## src/rtl/pixel_serializer.sv

```systemverilog
// Serialises one batch of NUM_ENGINES parallel pixels per handshake into a
// one-pixel-per-cycle valid/ready stream tagged with SOF/EOL raster markers.
module pixel_serializer #(
    parameter int unsigned RBG_SIZE    = 24,
    parameter int unsigned NUM_ENGINES = 8,
    parameter int unsigned X_SIZE      = 640,
    parameter int unsigned Y_SIZE      = 480
) (
    input  logic                clk,
    input  logic                reset,
    input  logic                in_valid,
    output logic                in_ready,
    input  logic [RBG_SIZE-1:0] rgb_val [NUM_ENGINES-1:0],
    output logic                out_valid,
    input  logic                out_ready,
    output logic [RBG_SIZE-1:0] out_data,
    output logic                out_sof,
    output logic                out_eol,
    output logic                frame_done
);

    localparam int unsigned IDX_W = (NUM_ENGINES > 1) ? $clog2(NUM_ENGINES) : 1;
    localparam int unsigned X_W   = (X_SIZE > 1) ? $clog2(X_SIZE) : 1;
    localparam int unsigned Y_W   = (Y_SIZE > 1) ? $clog2(Y_SIZE) : 1;

    localparam logic [IDX_W-1:0] LAST_IDX = IDX_W'(NUM_ENGINES - 1);
    localparam logic [X_W-1:0]   X_LAST   = X_W'(X_SIZE - 1);
    localparam logic [Y_W-1:0]   Y_LAST   = Y_W'(Y_SIZE - 1);

    typedef enum logic {
        EMPTY = 1'b0,
        DRAIN = 1'b1
    } state_t;

    state_t              state_q, state_d;
    logic [RBG_SIZE-1:0] batch_q [NUM_ENGINES-1:0];
    logic [RBG_SIZE-1:0] batch_d [NUM_ENGINES-1:0];
    logic [IDX_W-1:0]    idx_q, idx_d;
    logic [X_W-1:0]      x_q, x_d;
    logic [Y_W-1:0]      y_q, y_d;
    logic                frame_done_q, frame_done_d;

    logic out_xfer;
    logic in_xfer;
    logic last_pix;

    // Everything the stream presents is decoded from held state, so out_ready
    // only ever reaches in_ready combinationally.
    assign out_valid  = (state_q == DRAIN);
    assign out_data   = batch_q[idx_q];
    assign out_sof    = out_valid && (x_q == '0) && (y_q == '0);
    assign out_eol    = out_valid && (x_q == X_LAST);
    assign frame_done = frame_done_q;

    assign last_pix = (idx_q == LAST_IDX);
    assign out_xfer = out_valid && out_ready;
    assign in_ready = !reset && ((state_q == EMPTY) || (out_xfer && last_pix));
    assign in_xfer  = in_valid && in_ready;

    // Next-state: drain index, raster position and batch reload.
    always_comb begin
        state_d      = state_q;
        batch_d      = batch_q;
        idx_d        = idx_q;
        x_d          = x_q;
        y_d          = y_q;
        frame_done_d = 1'b0;

        if (out_xfer) begin
            if (last_pix) begin
                state_d = EMPTY;
            end else begin
                idx_d = idx_q + IDX_W'(1);
            end

            if (x_q == X_LAST) begin
                x_d = '0;
                if (y_q == Y_LAST) begin
                    y_d          = '0;
                    frame_done_d = 1'b1;
                end else begin
                    y_d = y_q + Y_W'(1);
                end
            end else begin
                x_d = x_q + X_W'(1);
            end
        end

        // A new batch overrides the drain-complete transition for a bubble-free handoff.
        if (in_xfer) begin
            batch_d = rgb_val;
            idx_d   = '0;
            state_d = DRAIN;
        end
    end

    always_ff @(posedge clk) begin
        if (reset) begin
            state_q      <= EMPTY;
            batch_q      <= '{default: '0};
            idx_q        <= '0;
            x_q          <= '0;
            y_q          <= '0;
            frame_done_q <= 1'b0;
        end else begin
            state_q      <= state_d;
            batch_q      <= batch_d;
            idx_q        <= idx_d;
            x_q          <= x_d;
            y_q          <= y_d;
            frame_done_q <= frame_done_d;
        end
    end

endmodule

```

## config.mk

```make
export PLATFORM = sky130hd
export DESIGN_NAME = pixel_serializer
export DESIGN_NICKNAME = d
export VERILOG_FILES = /design/src/rtl/pixel_serializer.sv
export SDC_FILE = /design/constraint.sdc
export NUM_CORES = 1
export LEC_CHECK = 0
export CORE_UTILIZATION = 46
export CTS_BUF_LIST = sky130_fd_sc_hd__clkbuf_8
export DETAILED_ROUTE_END_ITERATION = 8
export PLACE_DENSITY = 0.86
export SLEW_MARGIN = 0
export SYNTH_ARGS = -nofsm -noshare
export SYNTH_HDL_FRONTEND = slang
export SYNTH_SLANG_ARGS = --single-unit
```

## constraint.sdc

```tcl
create_clock -name clk -period 1.9 [get_ports clk]
set_clock_uncertainty 0.05 [all_clocks]
set_input_delay 0.38 -clock clk [delete_from_list [all_inputs] [get_ports clk]]
set_output_delay 0.38 -clock clk [all_outputs]
set_load 0.03 [all_outputs]
```

==> impl_results.md, run 1 <==
- CTS Hold Bufs: 0
- Final HPWL DP: approximately 20 mm
- GP Congestion: 0.9744
- Synth Net Count: ~1,300
- Seq cells post-synth: 216
- Clock buffer depth: 3
- Distinct cells, synth: 47
- Largest net degree at the start of global routing: 47
- # rows: around 50
- Worst_ep grt: out_data[9]
- Post-place instance area: approximately 12,000 sq um
- Syn avg cell area: 8.726 sq um
- Sequential element share of the synthesized area: ~47%
- CTS buffer count: 37
- I/O pins: about 230
- DIE HEIGHT: around 140 microns
- Tot GR Track Use: approximately 65%
- Die Width: ~140 microns
- Post-Syn Instances: ~1,100
- Starting density of the core: 47.08%
- Buffers added on ports: between 200 and 250
- Status: aborted with a tool error
- CTS sink cnt: 216
- Post-Place Cells: 1,526
- Grt total ovfl: 28
- Synth warn: 0
- Run Error: [ERROR GRT-0232] Routing congestion too high. Check the congestion heatmap in the GUI.
- Post-Syn Area: roughly 9200 sq um
- Root Driver: clkbuf_8
- Htree depth: 2
- WEP type: output port
- Stop stage: 5_1_grt
==> per-stage QoR <==
stage          setup TNS, ns  setup slack [ns]
2_1_floorplan        -0.6895          -0.03012
3_5_place_dp          -54.76           -0.4843
3_3_place_gp          -46.46           -0.4557
4_1_cts               -99.85           -0.7080
==> cells in the mapped netlist (all sizes together) <==
cell	number	area (sq um)
o21ai	194	970.9
mux2i	2	20.02
clkinv	1	3.750
or3b	1	11.26
or3	3	18.77
buf	38	203.9
a21boi	1	11.26
xnor2	2	17.52
and2	2	12.51
dfxtp	216	4324
nand4b	1	8.760
xor2	9	78.83
inv	4	15.01
nand2	392	1471
nor4	5	46.29
ha	6	75.07
nor3	11	66.32
a2bb2oi	1	8.760
and4	3	27.53
a31o	2	17.52
a41o	1	10.01
and3	2	12.51
nor3b	2	26.28
mux2	24	270.3
or4	1	7.510
mux4	48	1081
nand4	8	50.05
nor4b	2	17.52
a41oi	1	8.760
a21oi	5	25.02
nor2	13	48.80
a311oi	1	8.760
a21o	1	7.510
o41ai	1	8.760
nand3	8	45.04
nand3b	1	7.510
clkbuf	43	168.9
nor4bb	1	10.01
==> routing by layer <==
layer  track usage (%)  overflow
met2             84.44        13
met3             48.02         0
met1             64.21         1
met5             12.03         0
met4             66.46        14
==> what timing repair did <==
item,4_1_cts
buffers inserted,56
resized for setup,672
gates cloned,57
pin swaps,205
setup endpoints to repair,224
==> cell families after synthesis <==
| logic type | count (synthesis) | synth area share [%] |
|---|---|---|
| AO/OA/AOI/OAI | 208 | 11.68 |
| XOR/XNOR | 11 | 1.045 |
| adder cells (fa/ha/maj) | 6 | 0.8139 |
| buffers and inverters | 86 | 4.246 |
| flip-flops | 216 | 46.88 |
| multiplexers | 74 | 14.87 |
| AND/OR/NAND/NOR | 456 | 20.47 |
==> inputs of run 2 (changes only) <==
--- a/config.mk
+++ b/config.mk
@@ -5,10 +5,9 @@
 export SDC_FILE = /design/constraint.sdc
 export NUM_CORES = 1
 export LEC_CHECK = 0
-export CORE_UTILIZATION = 46
-export CTS_BUF_LIST = sky130_fd_sc_hd__clkbuf_8
+export CORE_UTILIZATION = 40
 export DETAILED_ROUTE_END_ITERATION = 8
-export PLACE_DENSITY = 0.86
+export PLACE_DENSITY_LB_ADDON = 0.15
 export SLEW_MARGIN = 0
 export SYNTH_ARGS = -nofsm -noshare
 export SYNTH_HDL_FRONTEND = slang
==> constraint.sdc (replaced) <==
create_clock -name clk -period 2.5 [get_ports clk]
set_clock_uncertainty 0.05 [all_clocks]
set_input_delay 0.5 -clock clk [delete_from_list [all_inputs] [get_ports clk]]
set_output_delay 0.5 -clock clk [all_outputs]
set_load 0.03 [all_outputs]
==> run 2 against run 1 <==
Against the previous run: the flow now finishes, with violations (setup timing); synthesized cell count is the same; area after synthesis stayed put.
==> impl_results.md, run 2 <==
- Status: complete, but fails checks
- Failing checks: setup timing
- Distinct cells, synth: 47
- Maximum fanout along the worst path: 6
- Sequential element share of the synthesized area: 46.88%
- Detailed Routing Iterations Pass 1: 4
- First-pass GRT wire length: 40.73 mm
- Max-slew violation count: 0
- Largest register by flop count: batch_q
- Starting density of the core: about two fifths
- Commonest cells after routing, fill and taps aside: nand2_1, dfxtp_1, clkdlybuf4s50_1, o21ai_0, mux4_2
- DRC violations left: 0
- Final worst slack: -0.1705 ns
- Max FFs per register: 192
- Post-synth top area share: between 40% and 50%
- Worst endpoint data arrival time: 2.12 ns
- Top_reg_cell synth: dfxtp_1
- Synth Net Count: around 1,300
- Commonest non-fill, non-tap cell in the layout: nand2_1
- Initial DRC Count: between 400 and 500
- Post-Place Cells: about 1,500
- Vias: 7,976
- Largest net degree at the start of global routing: a little under 80
- VDD IR max: 371.1 uV
- Root Driver: clkbuf_16
- Fin crit period: about 2.7 ns
- Non-filler cells, final: 1,596
- Hold Path Class: reg -> reg
- I/O pins: between 200 and 250
- Initial antenna violation count: 3
- Clock Latency Late Sink: 0.52 ns
- Final period utilization: 106.8%
- Synth top area cells: dfxtp_1, nand2_1, mux4_2, o21ai_0, mux2_2
- Final wirelength: between 20 and 30 mm
- Share of post-route cells with drive strength above 1: 17.11%
- CP Capture Type: primary output
- Pint: roughly 0.0066 W
- Startpoint Class: flip-flop
- Post-route ant nets: 0
- Synth warn: 0
- Flop pwr share: 43.7%
- Final HPWL DP: 18.77 mm
- Post-synth ARST share: 0%
- Post-place instance area: 11,960 sq um
- Final setup viols: 25
- EDFF count, synth: 0
- Wire per inst: 16.30 microns
- Yosys top cell by area: dfxtp_1
- Post-Syn Instances: about 1,100
- PwrDens: approximately 650 nW/um^2
- Worst slack, placed: slightly below 0.008 ns
- Tot GR Track Use: 21.91%
- Commonest cells in the netlist: nand2_1, dfxtp_1, o21ai_0
- Grt total ovfl: 0
- LEAKAGE: 4.911 nW
- Area Overhead vs Synth: 43.38%
- Logic pwr share: 13.3%
- Buffers added on ports: 224
- R2R cell count: 12
- Dominant cell by count in the synthesized netlist: nand2_1
- Fillcell total: 2,095
- Min-Delay Path Depth: 2
- Die area: 23,670 sq um
- Post-Syn Area: 9224 sq um
- DIE HEIGHT: 153.9 microns
- Vias in the first global route: about 7,800
- GP Congestion: 0.8493
- Endpoints failing hold: 0
- Clock buffer depth: 3
- Syn avg cell area: 8.726 sq um
- CTS buffer count: 24
- Core Area: 22,640 sq um
- Clock share of power: 43.0%
- Fmax: 0.3745 GHz
- Max_cap viols: 0
- # rows: 55
- Seq cells post-synth: 216
- CP Class: reg -> out
- Final instance area: approximately 13,000 sq um
- CTS sink cnt: 216
- Net Sw Power: 0.002056 W
- Htree depth: 1
- Net switching fraction of the power: between 20% and 30%
- Clk slew on worst S/H paths: 0.06 ns
- Largest registers: batch_q: 192 flops, x_q: 10 flops, y_q: 9 flops
- Slew headroom: about three quarters
- RSZ-0062 raised after global routing: true
- CTS tree: done
- Layout Nets: 1,493
- Die Width: 153.9 microns
- Worst Max-Slew Pin Slew: 0.3718 ns
- Worst path required time: 1.95 ns
- Via/cell ratio: 4.997
- CTS Hold Bufs: 0
[run 2: power by group through the flow]
stage	Clock, W	Sequential (W)	Combinational [W]
floorplan	0	0.00381	0.000539
global placement	0	0.00386	0.00107
detailed placement	0	0.00386	0.00108
global route	0.00393	0.00381	0.00124
finish	0.00372	0.00378	0.00115
CTS	0.00377	0.00379	0.00115
[run 2: path summary, 6_finish.rpt]
check / endpoint / slack, ns / start
hold / removal: batch_q[73] / 0.39 / batch_q[73]
hold reg to reg: batch_q[73] / 0.39 / batch_q[73]
setup / recovery: out_data[10] / -0.17 / idx_q[1]
setup reg to reg: idx_q[1] / 0.15 / idx_q[1]
[run 2: metrics by stage]
step | power, W | utilization [%] | TNS, ns | hold WS, ns
after detailed placement | 0.004942 | 52.80 | 0 | 0.3864
final | 0.008653 | 58.41 | -2.909 | 0.3931
after global placement | 0.004933 | 52.80 | 0 | 0.3832
after CTS | 0.008708 | 58.24 | -3.300 | 0.3956
after floorplan | 0.004349 | - | 0 | 0.3752
after global routing | 0.008980 | 58.40 | -4.198 | 0.4105
[run 2: logic make-up (layout without fill, tap and decap cells)]
family	Yosys count	after routing	share of synthesized area, %
AOI/OAI and AO/OA	208	208	11.68
muxes	74	74	14.87
xor gates and xnor gates	11	11	1.045
other	0	2	0
DFF	216	216	46.88
buffers and inverters	86	338	4.246
adders and majority gates	6	6	0.8139
and+or+nand+nor	456	456	20.47
[run 2: cell type report]
| cell class | instances | area [sq um] | area share (%) |
|---|---|---|---|
| inverters | 5 | 23.77 | 0.1798 |
| multi-input cells | 755 | 4628 | 35.00 |
| clock inverters | 12 | 142.6 | 1.079 |
| well taps | 285 | 356.6 | 2.696 |
| flip-flops and latches | 216 | 4333 | 32.76 |
| diodes | 2 | 5.005 | 0.03784 |
| repair buffers | 289 | 3034 | 22.94 |
| clock buffers | 32 | 701.9 | 5.307 |
[run 2: worst max-delay path, cell delays in order, from the launching register on]
cell	delay, ns
dfxtp_4	0.37
buf_6	0.10
buf_12	0.11
mux4_2	0.55
mux2_4	0.31
buf_6	0.15
[run 2: repair_timing]
item                                    in CTS  in global routing
pin swaps                                    1                  1
buffers inserted                            16                  1
resized for setup                          147                 11
endpoints found under the setup margin      27                 27
[run 2: layer usage]
metal	part of all wire [%]	GRT usage, %
met3	7.0	5.073
met4	2.5	7.048
met2	50	38.42
met5	0.046	0
met1	41	26.44
Power figures use the tool's default switching activity.
